$ cat config.mk
export PLATFORM = sky130hd
export DESIGN_NAME = clock_seq_ctrl
export DESIGN_NICKNAME = d
export VERILOG_FILES = /design/src/rtl/clock_ctrl_pkg.sv /design/src/rtl/tick_gen.sv /design/src/rtl/clock_seq_ctrl.sv
export SDC_FILE = /design/constraint.sdc
export NUM_CORES = 1
export LEC_CHECK = 0
export ABC_CLOCK_PERIOD_IN_PS = 3500
export BUFFER_PORTS_ARGS = -buffer_cell sky130_fd_sc_hd__buf_2
export CAP_MARGIN = 25
export CORE_AREA = 10 10 67 69
export DETAILED_ROUTE_END_ITERATION = 6
export DIE_AREA = 0 0 77 79
export GPL_TIMING_DRIVEN = 0
export PLACE_DENSITY_LB_ADDON = 0.1
export SLEW_MARGIN = 20
export SYNTH_ARGS = -nofsm -noshare
export SYNTH_HDL_FRONTEND = slang
export SYNTH_SLANG_ARGS = --single-unit
export TNS_END_PERCENT = 1
$ cat constraint.sdc
create_clock -name clk -period 3.5 [get_ports clk]
set_clock_uncertainty 0.15 [all_clocks]
set_input_delay 0.7 -clock clk [delete_from_list [all_inputs] [get_ports clk]]
set_output_delay 0.7 -clock clk [all_outputs]
set_load 0.03 [all_outputs]
$ cat src/rtl/clock_ctrl_pkg.sv
// Shared types and constants for the clock sequencer: mode encoding,
// default terminal counts and the count bus width.
package clock_ctrl_pkg;

   typedef enum logic [1:0] {
      MODE_RUN      = 2'd0,
      MODE_SET_HOUR = 2'd1,
      MODE_SET_MIN  = 2'd2
   } mode_t;

   localparam int CNT_W        = 16;
   localparam int SEC_MAX_DEF  = 59;
   localparam int MIN_MAX_DEF  = 59;
   localparam int HOUR_MAX_DEF = 23;

endpackage

$ cat src/rtl/tick_gen.sv
// Free-running clk divider: tick on the last cycle of each TICK_DIV period,
// half_tick twice per period (blink cadence); clr restarts the period.
module tick_gen #(
   parameter int TICK_DIV = 50_000_000
) (
   input  logic clk,
   input  logic rst,
   input  logic clr,
   output logic tick,
   output logic half_tick
);

   localparam int DIV_W = $clog2(TICK_DIV);

   logic [DIV_W-1:0] div;

   assign tick      = (div == DIV_W'(TICK_DIV - 1));
   assign half_tick = tick || (div == DIV_W'(TICK_DIV / 2 - 1));

   // NOTE: reset is sampled on the clock edge; state uses non-blocking assignments only.
   always_ff @(posedge clk) begin
      if (!rst || clr) div <= '0;
      else if (tick)   div <= '0;
      else             div <= div + 1'b1;
   end

endmodule

$ cat src/rtl/clock_seq_ctrl.sv
// Strobe sequencer and RUN/SET_HOUR/SET_MIN mode FSM for the hh:mm:ss chain.
// Define CLOCK_SEQ_ALARM_EN to add the alarm comparator and its ports.
module clock_seq_ctrl
   import clock_ctrl_pkg::*;
#(
   parameter int TICK_DIV = 50_000_000,
   parameter int SEC_MAX  = SEC_MAX_DEF,
   parameter int MIN_MAX  = MIN_MAX_DEF,
   parameter int HOUR_MAX = HOUR_MAX_DEF
) (
   input  logic             clk,
   input  logic             rst,
   input  logic             btn_mode,
   input  logic             btn_inc,
   input  logic [CNT_W-1:0] sec_cnt,
   input  logic [CNT_W-1:0] min_cnt,
   input  logic [CNT_W-1:0] hour_cnt,
`ifdef CLOCK_SEQ_ALARM_EN
   input  logic             alarm_on,
   input  logic [CNT_W-1:0] alarm_hour,
   input  logic [CNT_W-1:0] alarm_min,
   output logic             alarm,
`endif
   output logic             en_sec,
   output logic             en_min,
   output logic             en_hour,
   output logic [1:0]       mode,
   output logic             blink
);

   localparam logic [CNT_W-1:0] SEC_TERM  = CNT_W'(SEC_MAX);
   localparam logic [CNT_W-1:0] MIN_TERM  = CNT_W'(MIN_MAX);
   localparam logic [CNT_W-1:0] HOUR_TERM = CNT_W'(HOUR_MAX);

   mode_t mode_q, mode_d;
   logic  tick, half_tick, div_clr;
   logic  en_sec_d, en_min_d, en_hour_d, blink_d;
   logic  press_consumed, mode_adv, inc_req;

   // Hours wrap inside the hour counter itself; the terminal is kept for interface symmetry.
   logic  unused_cfg;
   assign unused_cfg = ^HOUR_TERM;

`ifdef CLOCK_SEQ_ALARM_EN
   logic alarm_q, alarm_d, alarm_hit;

   assign alarm_hit      = (hour_cnt == alarm_hour) && (min_cnt == alarm_min) && (sec_cnt == '0);
   assign press_consumed = alarm_q && (btn_mode || btn_inc);
   assign alarm          = alarm_q;

   always_comb begin
      alarm_d = alarm_q;
      if (!alarm_on)                                alarm_d = 1'b0;
      else if (press_consumed)                      alarm_d = 1'b0;
      else if (mode_q == MODE_RUN && alarm_hit)     alarm_d = 1'b1;
   end

   always_ff @(posedge clk) begin
      if (!rst) alarm_q <= 1'b0;
      else      alarm_q <= alarm_d;
   end
`else
   logic unused_hour;
   assign unused_hour    = ^hour_cnt;
   assign press_consumed = 1'b0;
`endif

   // A press that silences the alarm does nothing else; mode beats inc.
   assign mode_adv = btn_mode && !press_consumed;
   assign inc_req  = btn_inc && !btn_mode && !press_consumed;

   tick_gen #(.TICK_DIV(TICK_DIV)) u_tick_gen (
      .clk       (clk),
      .rst       (rst),
      .clr       (div_clr),
      .tick      (tick),
      .half_tick (half_tick)
   );

   // NOTE: every combinational output gets a default first so no latch is inferred.
   always_comb begin
      mode_d    = mode_q;
      en_sec_d  = 1'b0;
      en_min_d  = 1'b0;
      en_hour_d = 1'b0;
      blink_d   = blink;
      div_clr   = 1'b0;
      unique case (mode_q)
         MODE_RUN: begin
            blink_d = 1'b0;
            if (mode_adv) begin
               mode_d  = MODE_SET_HOUR;
               blink_d = 1'b1;
            end else if (tick) begin
               en_sec_d  = 1'b1;
               en_min_d  = (sec_cnt == SEC_TERM);
               en_hour_d = (sec_cnt == SEC_TERM) && (min_cnt == MIN_TERM);
            end
         end
         MODE_SET_HOUR: begin
            if (mode_adv) begin
               mode_d  = MODE_SET_MIN;
               blink_d = 1'b1;
            end else begin
               en_hour_d = inc_req && !en_hour;
               if (half_tick) blink_d = !blink;
            end
         end
         MODE_SET_MIN: begin
            if (mode_adv) begin
               mode_d  = MODE_RUN;
               blink_d = 1'b0;
               div_clr = 1'b1;
            end else begin
               en_min_d = inc_req && !en_min;
               if (half_tick) blink_d = !blink;
            end
         end
         default: begin
            mode_d  = MODE_RUN;
            blink_d = 1'b0;
         end
      endcase
   end

   always_ff @(posedge clk) begin
      if (!rst) begin
         mode_q  <= MODE_RUN;
         en_sec  <= 1'b0;
         en_min  <= 1'b0;
         en_hour <= 1'b0;
         blink   <= 1'b0;
      end else begin
         mode_q  <= mode_d;
         en_sec  <= en_sec_d;
         en_min  <= en_min_d;
         en_hour <= en_hour_d;
         blink   <= blink_d;
      end
   end

   assign mode = mode_q;

endmodule

Word level (Yosys, flattened, before mapping)
Index checks and enable logic that the tools add are counted.
{ "totals": {"output_inout_bits": 6, "input_bits": 52, "reg_bits": 32} }
{ "classes": {"n_mux": 19, "n_addsub": 1, "n_reduce_logical": 15, "eq_ne": 9, "bitwise": 2} }
{ "op_table": {"columns": ["operator", "n"], "rows": [
  ["16-bit by 6-bit equality test with 1-bit output (second input constant)", 2],
  ["26-bit by 1-bit adder with 26-bit output (second input constant)", 1],
  ["26-bit by 25-bit equality test with 1-bit output (second input constant)", 1],
  ["26-bit equality test (second input constant)", 1],
  ["1-bit two-way mux", 12],
  ["2-bit two-way mux", 3],
  ["2-bit != test (second input constant)", 3],
  ["2-bit case mux with 3 select lines", 1],
  ["1-bit zero test", 5],
  ["1-bit logical AND", 4],
  ["1-bit case mux with 2 select lines", 2],
  ["1-bit case mux with 3 select lines", 1],
  ["3-bit AND reduction", 1],
  ["3-bit OR reduction", 1],
  ["2-bit by 1-bit equality test with 1-bit output (second input constant)", 1],
  ["2-bit equality test (second input constant)", 1],
  ["2-bit zero test", 1],
  ["1-bit logical OR", 2],
  ["1-bit inverter", 2],
  ["2-bit OR reduction", 1]
]} }

Longest topological paths before layout
{ "logic_depth": {"ltp_word": 5, "depth_mapped": 7, "depth_no_buf": 6} }

Modules after synthesis
A second synthesis with hierarchy kept.
{ "hier_totals": {"hier_cells": 194, "area_unflattened_um2": 1656.6} }
{ "modules_own_cells": {"columns": ["module", "instances", "area_per_inst_um2", "cells_each"], "rows": [
  ["tick_gen", 1, 1301.2, 154],
  ["clock_seq_ctrl", 1, 355.3, 40]
]} }

Least setup slack after synthesis
Ideal clock, no wire load.
{ "synth_timing": {"kind": "input-to-reg", "start": "input port sec_cnt[9]", "end": "register en_hour", "cell_stages": 5, "setup_ns": 0.070, "arrival_ns": 1.959, "slack_ns": 1.322, "required_ns": 3.280, "path_cell_list": "or4_1 nor4_1 nand4_1 or3_1 a21oi_1"} }
{ "synth_between": {"elab_chain_len": 5} }
{ "synth_lines": {"columns": ["element", "line", "rtl"], "rows": [
  ["start, declared", "clock_seq_ctrl.sv:15", "input logic [CNT_W-1:0] sec_cnt,"],
  ["16-bit by 6-bit equality test with 1-bit output", "clock_seq_ctrl.sv:97", "en_hour_d = (sec_cnt == SEC_TERM) && (min_cnt == MIN_TERM);"],
  ["1-bit logical AND", "clock_seq_ctrl.sv:97", null],
  ["1-bit two-way mux", "clock_seq_ctrl.sv:94", "end else if (tick) begin"],
  ["1-bit two-way mux", "clock_seq_ctrl.sv:91", "if (mode_adv) begin"],
  ["1-bit case mux with 2 select lines", "clock_seq_ctrl.sv:88", "unique case (mode_q)"],
  ["end signal, assigned", "clock_seq_ctrl.sv:137", "en_hour <= en_hour_d;"],
  ["end, declared", "clock_seq_ctrl.sv:26", "output logic en_hour,"]
]} }
No other way between the ends.
A chain may end at the register's enable or synchronous reset.

Worst setup path in the final report
{ "layout_timing": {"start": "register u_tick_gen.div[0]", "end": "register u_tick_gen.div[16]"} }
{ "layout_between": {"elab_chain_len": 2} }
{ "layout_lines": {"columns": ["element", "line", "rtl"], "rows": [
  ["start, declared", "tick_gen.sv:15", "logic [DIV_W-1:0] div;"],
  ["start signal, assigned", "tick_gen.sv:24", "else div <= div + 1'b1;"],
  ["branches (longest 2 deep; another with 26-bit by 1-bit adder with 26-bit output)", null, null]
]} }
Several ways; the timed one is not identified.

==> impl_metrics.toml <==
[logic_synthesis]
synthMuxAreaShare_pct = 0
yosys.cell_count.top_type = "nor2_1"
yosys.area.top_type_share_pct = 41.4
syn_area_per_cell_um2 = 8.41
yosysWarnings = 0
synth-simple-area-share_pct = 38.6
yosys.cell_types.count = 34
ys_seq_elements = 32
async_flop_share_pct = 0
seq_area_frac_synth_pct = 41.4
yosys-top-cells-area = "dfxtp_1, xor2_1, nor2_1"
synth_ff_type = "dfxtp_1"
synth-xor-area-share_pct = 14.1
synthTopCellsByCount = "nor2_1, dfxtp_1, xor2_1"
synthAdderAreaFrac_pct = 0.808
syn-num-nets = 237
synth_edf_count = 0
synth_largest_area_cell = "dfxtp_1"
synth_compound_area_share_pct = 3.72
synth_top_family_by_area = "simple AND/OR/NAND/NOR gates"
netlist_instances = 184
syn_area_mm2 = 0.00155

[finish]
final_layout_size_suffix_gt1_share_pct = 23.7
final_util_pct = 58.5
fill_cells = 308
area_growth_pct = 22.1
final_nets = 284
diodes = 0

[critical_path]
path_max_fanout = 5
crit_family = "simple AND/OR/NAND/NOR gates"
cp_slowest_cell = "nor4_1"
crit_path_start = "u_tick_gen.div[0]$_SDFF_PP0_"
end_kind = "flip-flop"
r2r_end = "u_tick_gen.div[16]$_SDFF_PP0_"
timing.rr.start = "u_tick_gen.div[0]$_SDFF_PP0_"
crit_chain = "ha_1 > nand3_1 > nor4_1 > nand3_1 > xor2_1 > nor2_1"
worst-path-buf-inv = 0
required_ns = 3.58
cp.depth = 6
crit_path_start_kind = "flip-flop"
critical_path_class = "reg -> reg"
r2r_cells = 6
cp-endpoint = "u_tick_gen.div[16]$_SDFF_PP0_"
r2r_slack_ns = 1.24
max_stage_delay_ns = 0.80
cp.arrival_ns = 2.35
crit_top_cell = "nand3_1"

[floorplanning]
die-area_mm2 = 0.00608
die_w_um = 77
io_pins = 58
core_mm2 = 0.00323
fp-row-count = 21
initial_core_util_pct = 47.9
die_h_um = 79

[clock_network]
cts_resized = 0
clk_pin_slew_ns = 0.12
post-cts-setup-buffers = 0
cts_made_buffers = 5
cts_hold_buf = 0
htreeDepth = 2
clkLatencyLatePin_ns = 0.34
clockRootBuffer = "clkbuf_4"
cts_sinks = 32
clockBufferDepth = 2
cts_tree = "yes"

[sta]
setup_viol = 0
whs_ns = 0.319
rsz0062_at_grt = "false"
hold_viol = 0
slew_viol_final = 0
layout_setup_ws_ns = 1.24
fin_crit_sh_pct = 64.7
tightest_slew_ns = 0.896
relSlewSlack_pct = 39.7
period_needed_ns = 2.26
max_freq_ghz = 0.442
setup_tns_ns = 0

[place]
dpl_worst_slack_ns = 1.16
gp_congestion = 0.827
dpl.hpwl_mm = 2.90
port_buffers = 40

[routing]
drt-met1-wl_mm = 1.53
drt-wirelength-per-cell_um = 13.1
ant_nets = 0
vias_per_cell = 5.27
route.detailed.drc = 0
routed.top_layer = "met4"
dr.first_iter.drc_count = 72
drt-pass1-iter-count = 4
drt-total-wl_mm = 3.65
met2_length_mm = 1.89
via_count = 1464
wl_met3_um = 187

[grt]
grt.overflow.total = 0
grt_use_total_pct = 12.3
grt_pass1_wl_mm = 6.29
grt_max_degree = 13
antenna_found_initial = 0
grt_pass1_vias = 1526

[power]
p_per_area_mw_per_mm2 = 385
p_leak_uw = 0.000716
max-vdd-ir-drop_mv = 0.229

[job]
cap_violations = 0

[status]
status = "complete, no violations"

[min_path]
hp-class = "reg -> reg"
==> routing by layer <==
metal / global-route usage (%) / vias to the layer above
li1: - / 746
met1: 13.4 / 680
met2: 21.6 / 30
met3: 4.50 / 8
met4: 4.38 / 0
met5: 0 / -
==> metrics by stage <==
| stage | std cells | cell area [µm²] | power [µW] |
|---|---|---|---|
| 2_1_floorplan | 184 | 1550 | 416 |
| 5_1_grt | 278 | 1890 | 763 |
| 4_1_cts | 278 | 1890 | 737 |
| 3_3_place_gp | 270 | 1810 | 443 |
| 6_report | 278 | 1890 | 728 |
| 3_5_place_dp | 270 | 1810 | 445 |
==> worst min path at each step <==
stage                                         endpoint                         start  slack, ns  cells past startpoint
after floorplan           u_tick_gen.div[0]$_SDFF_PP0_  u_tick_gen.div[0]$_SDFF_PP0_       0.28                      1
after global placement    u_tick_gen.div[0]$_SDFF_PP0_  u_tick_gen.div[0]$_SDFF_PP0_       0.29                      1
after detailed placement  u_tick_gen.div[0]$_SDFF_PP0_  u_tick_gen.div[0]$_SDFF_PP0_       0.30                      1
after CTS                 u_tick_gen.div[0]$_SDFF_PP0_  u_tick_gen.div[0]$_SDFF_PP0_       0.33                      1
after global routing      u_tick_gen.div[0]$_SDFF_PP0_  u_tick_gen.div[0]$_SDFF_PP0_       0.39                      1
final                     u_tick_gen.div[0]$_SDFF_PP0_  u_tick_gen.div[0]$_SDFF_PP0_       0.32                      1
==> area by class of cell <==
cell class              count  area (µm²)  area share (%)
well taps                  46        57.6            3.05
repair buffers             40         200            10.6
plain buffers               3        13.8           0.728
clock inverters             3        46.3            2.45
inverters                   2        7.51           0.397
clock buffers               5        37.5            1.99
flip-flops and latches     32         641            33.9
multi-input cells         147         886            46.9
==> kinds of logic (layout without fill, tap and decap cells) <==
family | after synthesis | in the layout
fa+ha+maj | 1 | 1
buf+inv | 5 | 53
xor+xnor | 25 | 25
compound gates | 8 | 8
simple gates | 113 | 113
flops | 32 | 32
==> where the power goes <==
| part | switching, µW | leakage, µW | total, µW | internal, µW |
|---|---|---|---|---|
| clock network | 139 | 0.0000418 | 292 | 152 |
| logic | 28.6 | 0.000416 | 56.9 | 28.3 |
| registers | 8.50 | 0.000259 | 379 | 371 |
| total | 176 | 0.000716 | 728 | 552 |
==> flip-flops by register name (all words and copies together) (netlist names) <==
register	count
en_hour	1
en_sec	1
blink	1
en_min	1
u_tick_gen.div	26
mode	2
==> layout by cell type (no fill, tap or decap), drive strengths merged <==
cell / n
and3: 3
or3: 2
clkbuf: 6
a21oi: 2
nand2: 17
o41a: 1
nand4b: 3
or4: 2
nor4bb: 1
nor2: 38
nor4: 8
or3b: 1
a41oi: 1
bufinv: 1
o21a: 1
o21ai: 2
clkinvlp: 1
nand4: 10
xnor2: 7
dfxtp: 32
o311a: 1
nand2b: 2
or4b: 1
ha: 1
nand3: 13
inv: 3
nor3b: 1
nor3: 5
xor2: 18
buf: 42
and4: 1
nand3b: 1
nor4b: 2
and2: 2
Power figures use the tool's default switching activity.
